## config.mk

```make
export PLATFORM = sky130hd
export DESIGN_NAME = mem_stage
export DESIGN_NICKNAME = d
export VERILOG_FILES = /design/src/rtl/mem_stage.sv
export SDC_FILE = /design/constraint.sdc
export NUM_CORES = 1
export LEC_CHECK = 0
export ABC_AREA = 1
export CELL_PAD_IN_SITES_DETAIL_PLACEMENT = 0
export CELL_PAD_IN_SITES_GLOBAL_PLACEMENT = 1
export CORE_AREA = 2 2 143 145
export CTS_BUF_LIST = sky130_fd_sc_hd__clkbuf_2 sky130_fd_sc_hd__clkbuf_4 sky130_fd_sc_hd__clkbuf_8
export CTS_CLUSTER_SIZE = 16
export DETAILED_ROUTE_END_ITERATION = 10
export DIE_AREA = 0 0 145 147
export GPL_TIMING_DRIVEN = 0
export PLACE_DENSITY = 0.86
export SKIP_LAST_GASP = 1
export SYNTH_ARGS = -nofsm -noshare
export SYNTH_HDL_FRONTEND = slang
export SYNTH_SLANG_ARGS = --single-unit
export TNS_END_PERCENT = 1
```

## constraint.sdc

```tcl
create_clock -name clk -period 2.8 [get_ports clk]
set_clock_uncertainty 0.05 [all_clocks]
set_input_delay 0.56 -clock clk [delete_from_list [all_inputs] [get_ports clk]]
set_output_delay 0.56 -clock clk [all_outputs]
set_load 0.01 [all_outputs]
```

## src/rtl/mem_stage.sv

```systemverilog
// MEM pipeline stage: req/ack data-memory access with byte-lane steering and load extension.
// Optional misaligned-access trapping is enabled by defining MEM_ALIGN_CHECK_EN.
module mem_stage #(
    parameter int DATA_W     = 32,
    parameter int ADDR_W     = 32,
    parameter int REG_ADDR_W = 5
) (
    input  logic                  clk,
    input  logic                  rst,
    input  logic                  in_valid,
    input  logic                  in_mem_read,
    input  logic                  in_mem_write,
    input  logic [1:0]            in_mem_size,
    input  logic                  in_mem_signed,
    input  logic                  in_write_reg,
    input  logic                  in_mem_to_reg,
    input  logic [DATA_W-1:0]     in_alu_result,
    input  logic [DATA_W-1:0]     in_store_data,
    input  logic [REG_ADDR_W-1:0] in_reg_des,
    output logic                  stall,
    output logic                  dmem_req,
    output logic                  dmem_we,
    output logic [ADDR_W-1:0]     dmem_addr,
    output logic [3:0]            dmem_be,
    output logic [DATA_W-1:0]     dmem_wdata,
    input  logic                  dmem_ack,
    input  logic [DATA_W-1:0]     dmem_rdata,
    output logic                  m_write_reg,
    output logic                  m_mem_to_reg,
    output logic [DATA_W-1:0]     data_from_mem,
    output logic [DATA_W-1:0]     alu_result,
    output logic [REG_ADDR_W-1:0] reg_des,
    output logic                  misalign
);

    typedef enum logic {IDLE, BUSY} state_t;

    state_t state, state_next;

    logic [DATA_W-1:0]     alu_q;
    logic [1:0]            size_q;
    logic                  signed_q;
    logic                  we_q;
    logic [DATA_W-1:0]     sdata_q;
    logic                  wr_q;
    logic                  mtr_q;
    logic [REG_ADDR_W-1:0] rd_q;

    logic mem_op;
    logic misaligned_in;
    logic misaligned_op;
    logic start;
    logic busy;

    assign mem_op = in_valid & (in_mem_read | in_mem_write);

`ifdef MEM_ALIGN_CHECK_EN
    assign misaligned_in = ((in_mem_size == 2'b01) & in_alu_result[0]) |
                           (in_mem_size[1] & (in_alu_result[1:0] != 2'b00));
`else
    assign misaligned_in = 1'b0;
`endif

    assign misaligned_op = mem_op & misaligned_in;
    assign start         = (state == IDLE) & mem_op & ~misaligned_in;
    assign busy          = (state == BUSY);

    always_comb begin
        state_next = state;
        stall      = 1'b0;
        if (state == IDLE) begin
            if (start) begin
                stall      = 1'b1;
                state_next = BUSY;
            end
        end else begin
            stall = ~dmem_ack;
            if (dmem_ack) begin
                state_next = IDLE;
            end
        end
        if (rst) begin
            stall = 1'b0;
        end
    end

    always_ff @(posedge clk) begin
        if (rst) begin
            state <= IDLE;
        end else begin
            state <= state_next;
        end
    end

    // Request fields come only from the latched copy so they stay stable while waiting for ack.
    logic [3:0]        be_lat;
    logic [DATA_W-1:0] wdata_lat;

    always_comb begin
        be_lat    = 4'b1111;
        wdata_lat = sdata_q;
        case (size_q)
            2'b00: begin
                be_lat    = 4'b0001 << alu_q[1:0];
                wdata_lat = {4{sdata_q[7:0]}};
            end
            2'b01: begin
                be_lat    = alu_q[1] ? 4'b1100 : 4'b0011;
                wdata_lat = {2{sdata_q[15:0]}};
            end
            default: begin
                be_lat    = 4'b1111;
                wdata_lat = sdata_q;
            end
        endcase
    end

    assign dmem_req   = busy;
    assign dmem_we    = busy & we_q;
    assign dmem_addr  = busy ? {alu_q[ADDR_W-1:2], 2'b00} : '0;
    assign dmem_be    = busy ? be_lat : 4'b0000;
    assign dmem_wdata = busy ? wdata_lat : '0;

    logic [7:0]        ld_byte;
    logic [15:0]       ld_half;
    logic [DATA_W-1:0] load_fmt;

    always_comb begin
        case (alu_q[1:0])
            2'b00:   ld_byte = dmem_rdata[7:0];
            2'b01:   ld_byte = dmem_rdata[15:8];
            2'b10:   ld_byte = dmem_rdata[23:16];
            default: ld_byte = dmem_rdata[31:24];
        endcase
        ld_half = alu_q[1] ? dmem_rdata[31:16] : dmem_rdata[15:0];
        case (size_q)
            2'b00:   load_fmt = {{(DATA_W-8){signed_q & ld_byte[7]}}, ld_byte};
            2'b01:   load_fmt = {{(DATA_W-16){signed_q & ld_half[15]}}, ld_half};
            default: load_fmt = dmem_rdata;
        endcase
    end

    // Starting an access emits a bubble; results leave only on the ack edge.
    always_ff @(posedge clk) begin
        if (rst) begin
            m_write_reg   <= 1'b0;
            m_mem_to_reg  <= 1'b0;
            data_from_mem <= '0;
            alu_result    <= '0;
            reg_des       <= '0;
            misalign      <= 1'b0;
            alu_q         <= '0;
            size_q        <= 2'b00;
            signed_q      <= 1'b0;
            we_q          <= 1'b0;
            sdata_q       <= '0;
            wr_q          <= 1'b0;
            mtr_q         <= 1'b0;
            rd_q          <= '0;
        end else if (state == IDLE) begin
            if (start) begin
                alu_q         <= in_alu_result;
                size_q        <= in_mem_size;
                signed_q      <= in_mem_signed;
                we_q          <= in_mem_write;
                sdata_q       <= in_store_data;
                wr_q          <= in_valid & in_write_reg;
                mtr_q         <= in_mem_to_reg;
                rd_q          <= in_reg_des;
                m_write_reg   <= 1'b0;
                m_mem_to_reg  <= 1'b0;
                data_from_mem <= '0;
                misalign      <= 1'b0;
            end else begin
                m_write_reg   <= in_valid & in_write_reg & ~misaligned_op;
                m_mem_to_reg  <= in_mem_to_reg & ~misaligned_op;
                data_from_mem <= '0;
                alu_result    <= in_alu_result;
                reg_des       <= in_reg_des;
                misalign      <= misaligned_op;
            end
        end else begin
            misalign <= 1'b0;
            if (dmem_ack) begin
                m_write_reg   <= wr_q;
                m_mem_to_reg  <= mtr_q;
                data_from_mem <= we_q ? '0 : load_fmt;
                alu_result    <= alu_q;
                reg_des       <= rd_q;
            end else begin
                m_write_reg   <= 1'b0;
                m_mem_to_reg  <= 1'b0;
                data_from_mem <= '0;
            end
        end
    end

endmodule

```

Word level (Yosys, flattened, before mapping)
Index checks and enable logic that the tools add are counted.
Storage, ports and cells
  register bits: 147
  input bits: 112
  output and inout bits: 143
  logic and storage cells: 60
Operators by class
  equal/unequal tests: 5
  shifts and indexed selects: 1
  muxes and demuxes: 26
  bitwise logic cells: 9
  reductions and logical operators: 5
Operators with widths (count)
  32-bit two-way mux: 5
  32-bit one-hot mux with 2 select lines: 2
  8-bit one-hot mux with 3 select lines: 1
  16-bit two-way mux: 1
  5-bit two-way mux: 3
  1-bit two-way mux: 11
  4-bit two-way mux: 2
  4-bit one-hot mux with 2 select lines: 1
  1-bit bitwise AND: 6
  2-bit by 1-bit == test with 1-bit output, second input constant: 2
  2-bit zero test: 2
  2-bit inequality test, second input constant: 2
  2-bit AND reduction: 2
  4-bit OR reduction: 1
  1-bit by 2-bit left shift with 4-bit output, first input constant: 1
  2-bit == test, second input constant: 1
  1-bit inverter: 2
  1-bit OR: 1

Logic depth before layout (Yosys ltp)
  depth in word-level cells: 6
  gate-level depth with buffers: 10
  depth with buffers taken out: 9

Least setup slack after synthesis
OpenSTA, ideal clock, no wires.
  kind: in2out
  start point: input port in_mem_write
  end point: output port stall
  arrival time: 1328 ps
  data required time: 2190 ps
  path slack: 862 ps
  stages: 7
  path buffers: 1
  path through: inv_1 nand2_1 nand2_1 nand2_2 nand2_2 clkbuf_1 nor2_1
Between the ends
  word-level cells in the longest chain between the ends: 6
Ends and longest elaborated chain
  start, declared: line 12  | input logic in_mem_write,
  1-bit OR: line 55  | assign mem_op = in_valid & (in_mem_read | in_mem_write);
  1-bit bitwise AND: line 55
  1-bit bitwise AND: line 65  | assign start = (state == IDLE) & mem_op & ~misaligned_in;
  1-bit two-way mux: line 72  | if (start) begin
  1-bit two-way mux: line 71  | if (state == IDLE) begin
  1-bit two-way mux: line 82  | if (rst) begin
  end, declared: line 20  | output logic stall,
Every way passes these cells.

Worst setup path in the final report
  start point: register state, in the netlist dmem_req
  end point: output port dmem_be[3]
Between the ends
  word-level cells in the longest chain between the ends: 1
Ends and longest elaborated chain
  start, declared: line 38  | state_t state, state_next;
  start signal, assigned: line 91  | state <= state_next;
  4-bit two-way mux: line 121  | assign dmem_be = busy ? be_lat : 4'b0000;
  end, declared: line 24  | output logic [3:0] dmem_be,
Every way passes these cells.

==> run summary <==
Antenna viol nets, final: 0
Core Box Area: 19,800 um^2
Die area: 21,300 um^2
Iteration-0 DRC Markers: 341
TritonCTS clock tree: yes
Starting density of the core: 0.321
Cells after DPL: 1,422
Most frequent cells in the layout: 248 x clkdlybuf4s50_1, 210 x nand2_1, 149 x a21oi_1
Pint: 0.00360 W
Failing checks: setup timing
Max Slew Vio Count: 0
WL/cell: 16.0 um
Worst-Margin Slew: 657 ps
Fraction of registers with async set/reset: 0
RSZ-0062 raised after global routing: yes
HP Class: reg2reg
Root Driver: clkbuf_8
Worst rel slew slack: 0.562
Largest family of logic cells by synthesized area: compound AO/OA/AOI/OAI gates
Hold Crit Start: rd_q[4]$_SDFFE_PP0P_
Post-synthesis compound-gate area fraction: 0.226
Final wirelength: 23.3 mm
Unique masters post-synth: 23
Fillers: 2,003
Reg-to-reg startpoint: dmem_req$_SDFF_PP0_
Cts hold-fix bufs: 0
Post-synthesis mux area share: 0
Grt ovf: 0
DR vias/cell: 4.63
Die span in y: 147 um
P_sw: 0.00156 W
Largest net degree at the start of global routing: 17
Worst Reg-to-Reg Cells: 6
Fin cells: 1,455
Status: finished, violations left
Final nets: 1,284
Period utilization: 1.04
TritonRoute pass-1 iters: 5
GRT Total Usage: 0.218
Clock Pin Slew Worst Setup and Hold Paths: 90 ps
Arr. time, crit path: 2300 ps
Chip width: 145 um
Hold Violations, Final: 0
Reg2reg setup slack: 1110 ps
H-tree depth: 4
Leakage: 4.21 nW
Yosys reg bits: 147
# Max-Cap Violations: 0
Period minus WS final: 2910 ps
Setup Viol. Count Final: 12
Post-Synth Simple-Gate Area: 0.190
Post-route setup TNS: -600 ps
Comb pwr share: 0.219
Worst setup path endpoint: dmem_be[3]
Xor/xnor share of the synthesized area: 0
Vias in the first global route: 6,753
Yosys warning count: 0
EDFF count, synth: 0
Fraction of layout cells with a size suffix above 1: 0.0793
CP required: 2190 ps
Residual DRC count: 0
Clock Path Buffers: 2
Maximum clock frequency: 344 MHz
PwrDens: 534 nW/um^2
Seq/Total Area, Yosys: 0.461
Mapped Area: 6380 um^2
Max VDD drop: 0.287 mV
Slack of the critical path: -108 ps
Critical Path Source Type: register
HPWL Detailed: 17.6 mm
Mapped Cells: 900
Skew-Pair Late Insertion Delay: 450 ps
Primary FF master, synth: dfxtp_1
CP Capture Type: output port
Origin of the worst setup path: dmem_req$_SDFF_PP0_
Sw Ratio: 0.303
CTS sink count: 147
Worst slack, placed: -243 ps
Core Rows: 52
Antenna Cells: 0
Syn Area/Cell: 7.09 um^2
Top Ports: 255
First-pass GRT wire length: 36.7 mm
Clk pwr share: 0.332
Via Count: 6,742
Most common cell after layout, fill and taps aside: clkdlybuf4s50_1
WS Path Type: reg2out
Worst Path Max Fanout: 10
Sequential share of power: 0.449
R2R Path End: alu_result[3]$_SDFFE_PP0P_
Initial antenna violation count: 0
CTS buffer count: 17
Fraction of the mapped netlist area in adder cells: 0
# port buffers: 250
Area grow syn2layout: 51.4%
GPL Wtd Cong: 0.858
area by class of cell:
cell class              count  area, um^2  share of cell area
inverters                 113         424              0.0439
plain buffers              65         353              0.0365
flip-flops and latches    147        2940               0.305
clock buffers              19         255              0.0264
well taps                 270         338              0.0350
repair buffers            252        2520               0.261
clock inverters            13         149              0.0154
multi-input cells         576        2680               0.277
synthesized netlist by cell type (5+ instances only):
cell | n | area (um^2)
nand2_2 | 5 | 31.3
nand2_1 | 210 | 788
clkbuf_1 | 29 | 109
dfxtp_1 | 147 | 2940
o21ai_0 | 109 | 546
buf_2 | 20 | 100
inv_1 | 107 | 402
inv_2 | 6 | 22.5
a221oi_1 | 7 | 61.3
nor2_1 | 39 | 146
a21oi_1 | 150 | 751
buf_4 | 13 | 97.6
nand3_1 | 34 | 170
cells by family after synthesis:
kind of cell    after synthesis
simple gates                295
compound gates              278
buf+inv                     179
flops                       147
other cells                   1
repair_timing:
item                       CTS  global route
buffers inserted             0             2
setup endpoints to repair   37            38
gates resized for setup      3             5
pin swaps                    0             1
power by group through the flow:
| stage | Clock (W) | Combinational, W | Sequential (W) |
|---|---|---|---|
| 3_5_place_dp | 0 | 0.00113 | 0.00236 |
| 6_report | 0.00171 | 0.00113 | 0.00231 |
| 3_3_place_gp | 0 | 0.00112 | 0.00236 |
| 4_1_cts | 0.00177 | 0.00113 | 0.00232 |
| 2_1_floorplan | 0 | 0.000517 | 0.00238 |
| 5_1_grt | 0.00184 | 0.00125 | 0.00233 |
per-stage QoR:
| step | cell area, um^2 | hold WS, ps | total power (W) | util |
|---|---|---|---|---|
| after detailed placement | 9230 | 395 | 0.00349 | 0.465 |
| after CTS | 9630 | 391 | 0.00522 | 0.485 |
| after global placement | 9230 | 389 | 0.00348 | 0.465 |
| after global routing | 9660 | 429 | 0.00542 | 0.487 |
| after floorplan | 6390 | 375 | 0.00289 | - |
| final | 9660 | 406 | 0.00516 | 0.487 |
layer usage:
layer	GRT usage	up-vias	routed length [um]
li1	-	3433	-
met4	0.0564	0	284
met1	0.275	3056	10500
met2	0.368	231	10800
met3	0.0624	22	1720
met5	0	-	0
worst min path at each step:
stage / to / cells past startpoint
global route: alu_q[7]$_SDFFE_PP0P_ / 2
detailed placement: sdata_q[21]$_SDFFE_PP0P_ / 2
global placement: sdata_q[19]$_SDFFE_PP0P_ / 2
CTS: alu_q[2]$_SDFFE_PP0P_ / 2
floorplan: rd_q[0]$_SDFFE_PP0P_ / 2
finish: rd_q[4]$_SDFFE_PP0P_ / 2
worst max-delay path, stage by stage, from the launching register on:
cell and delay (ps):
dfxtp_2 420, buf_6 180, buf_4 200, buf_4 220, nand2_1 90, a21oi_2 160
clkdlybuf4s50_1 570
Note: power is estimated with default switching activity, not from simulation.
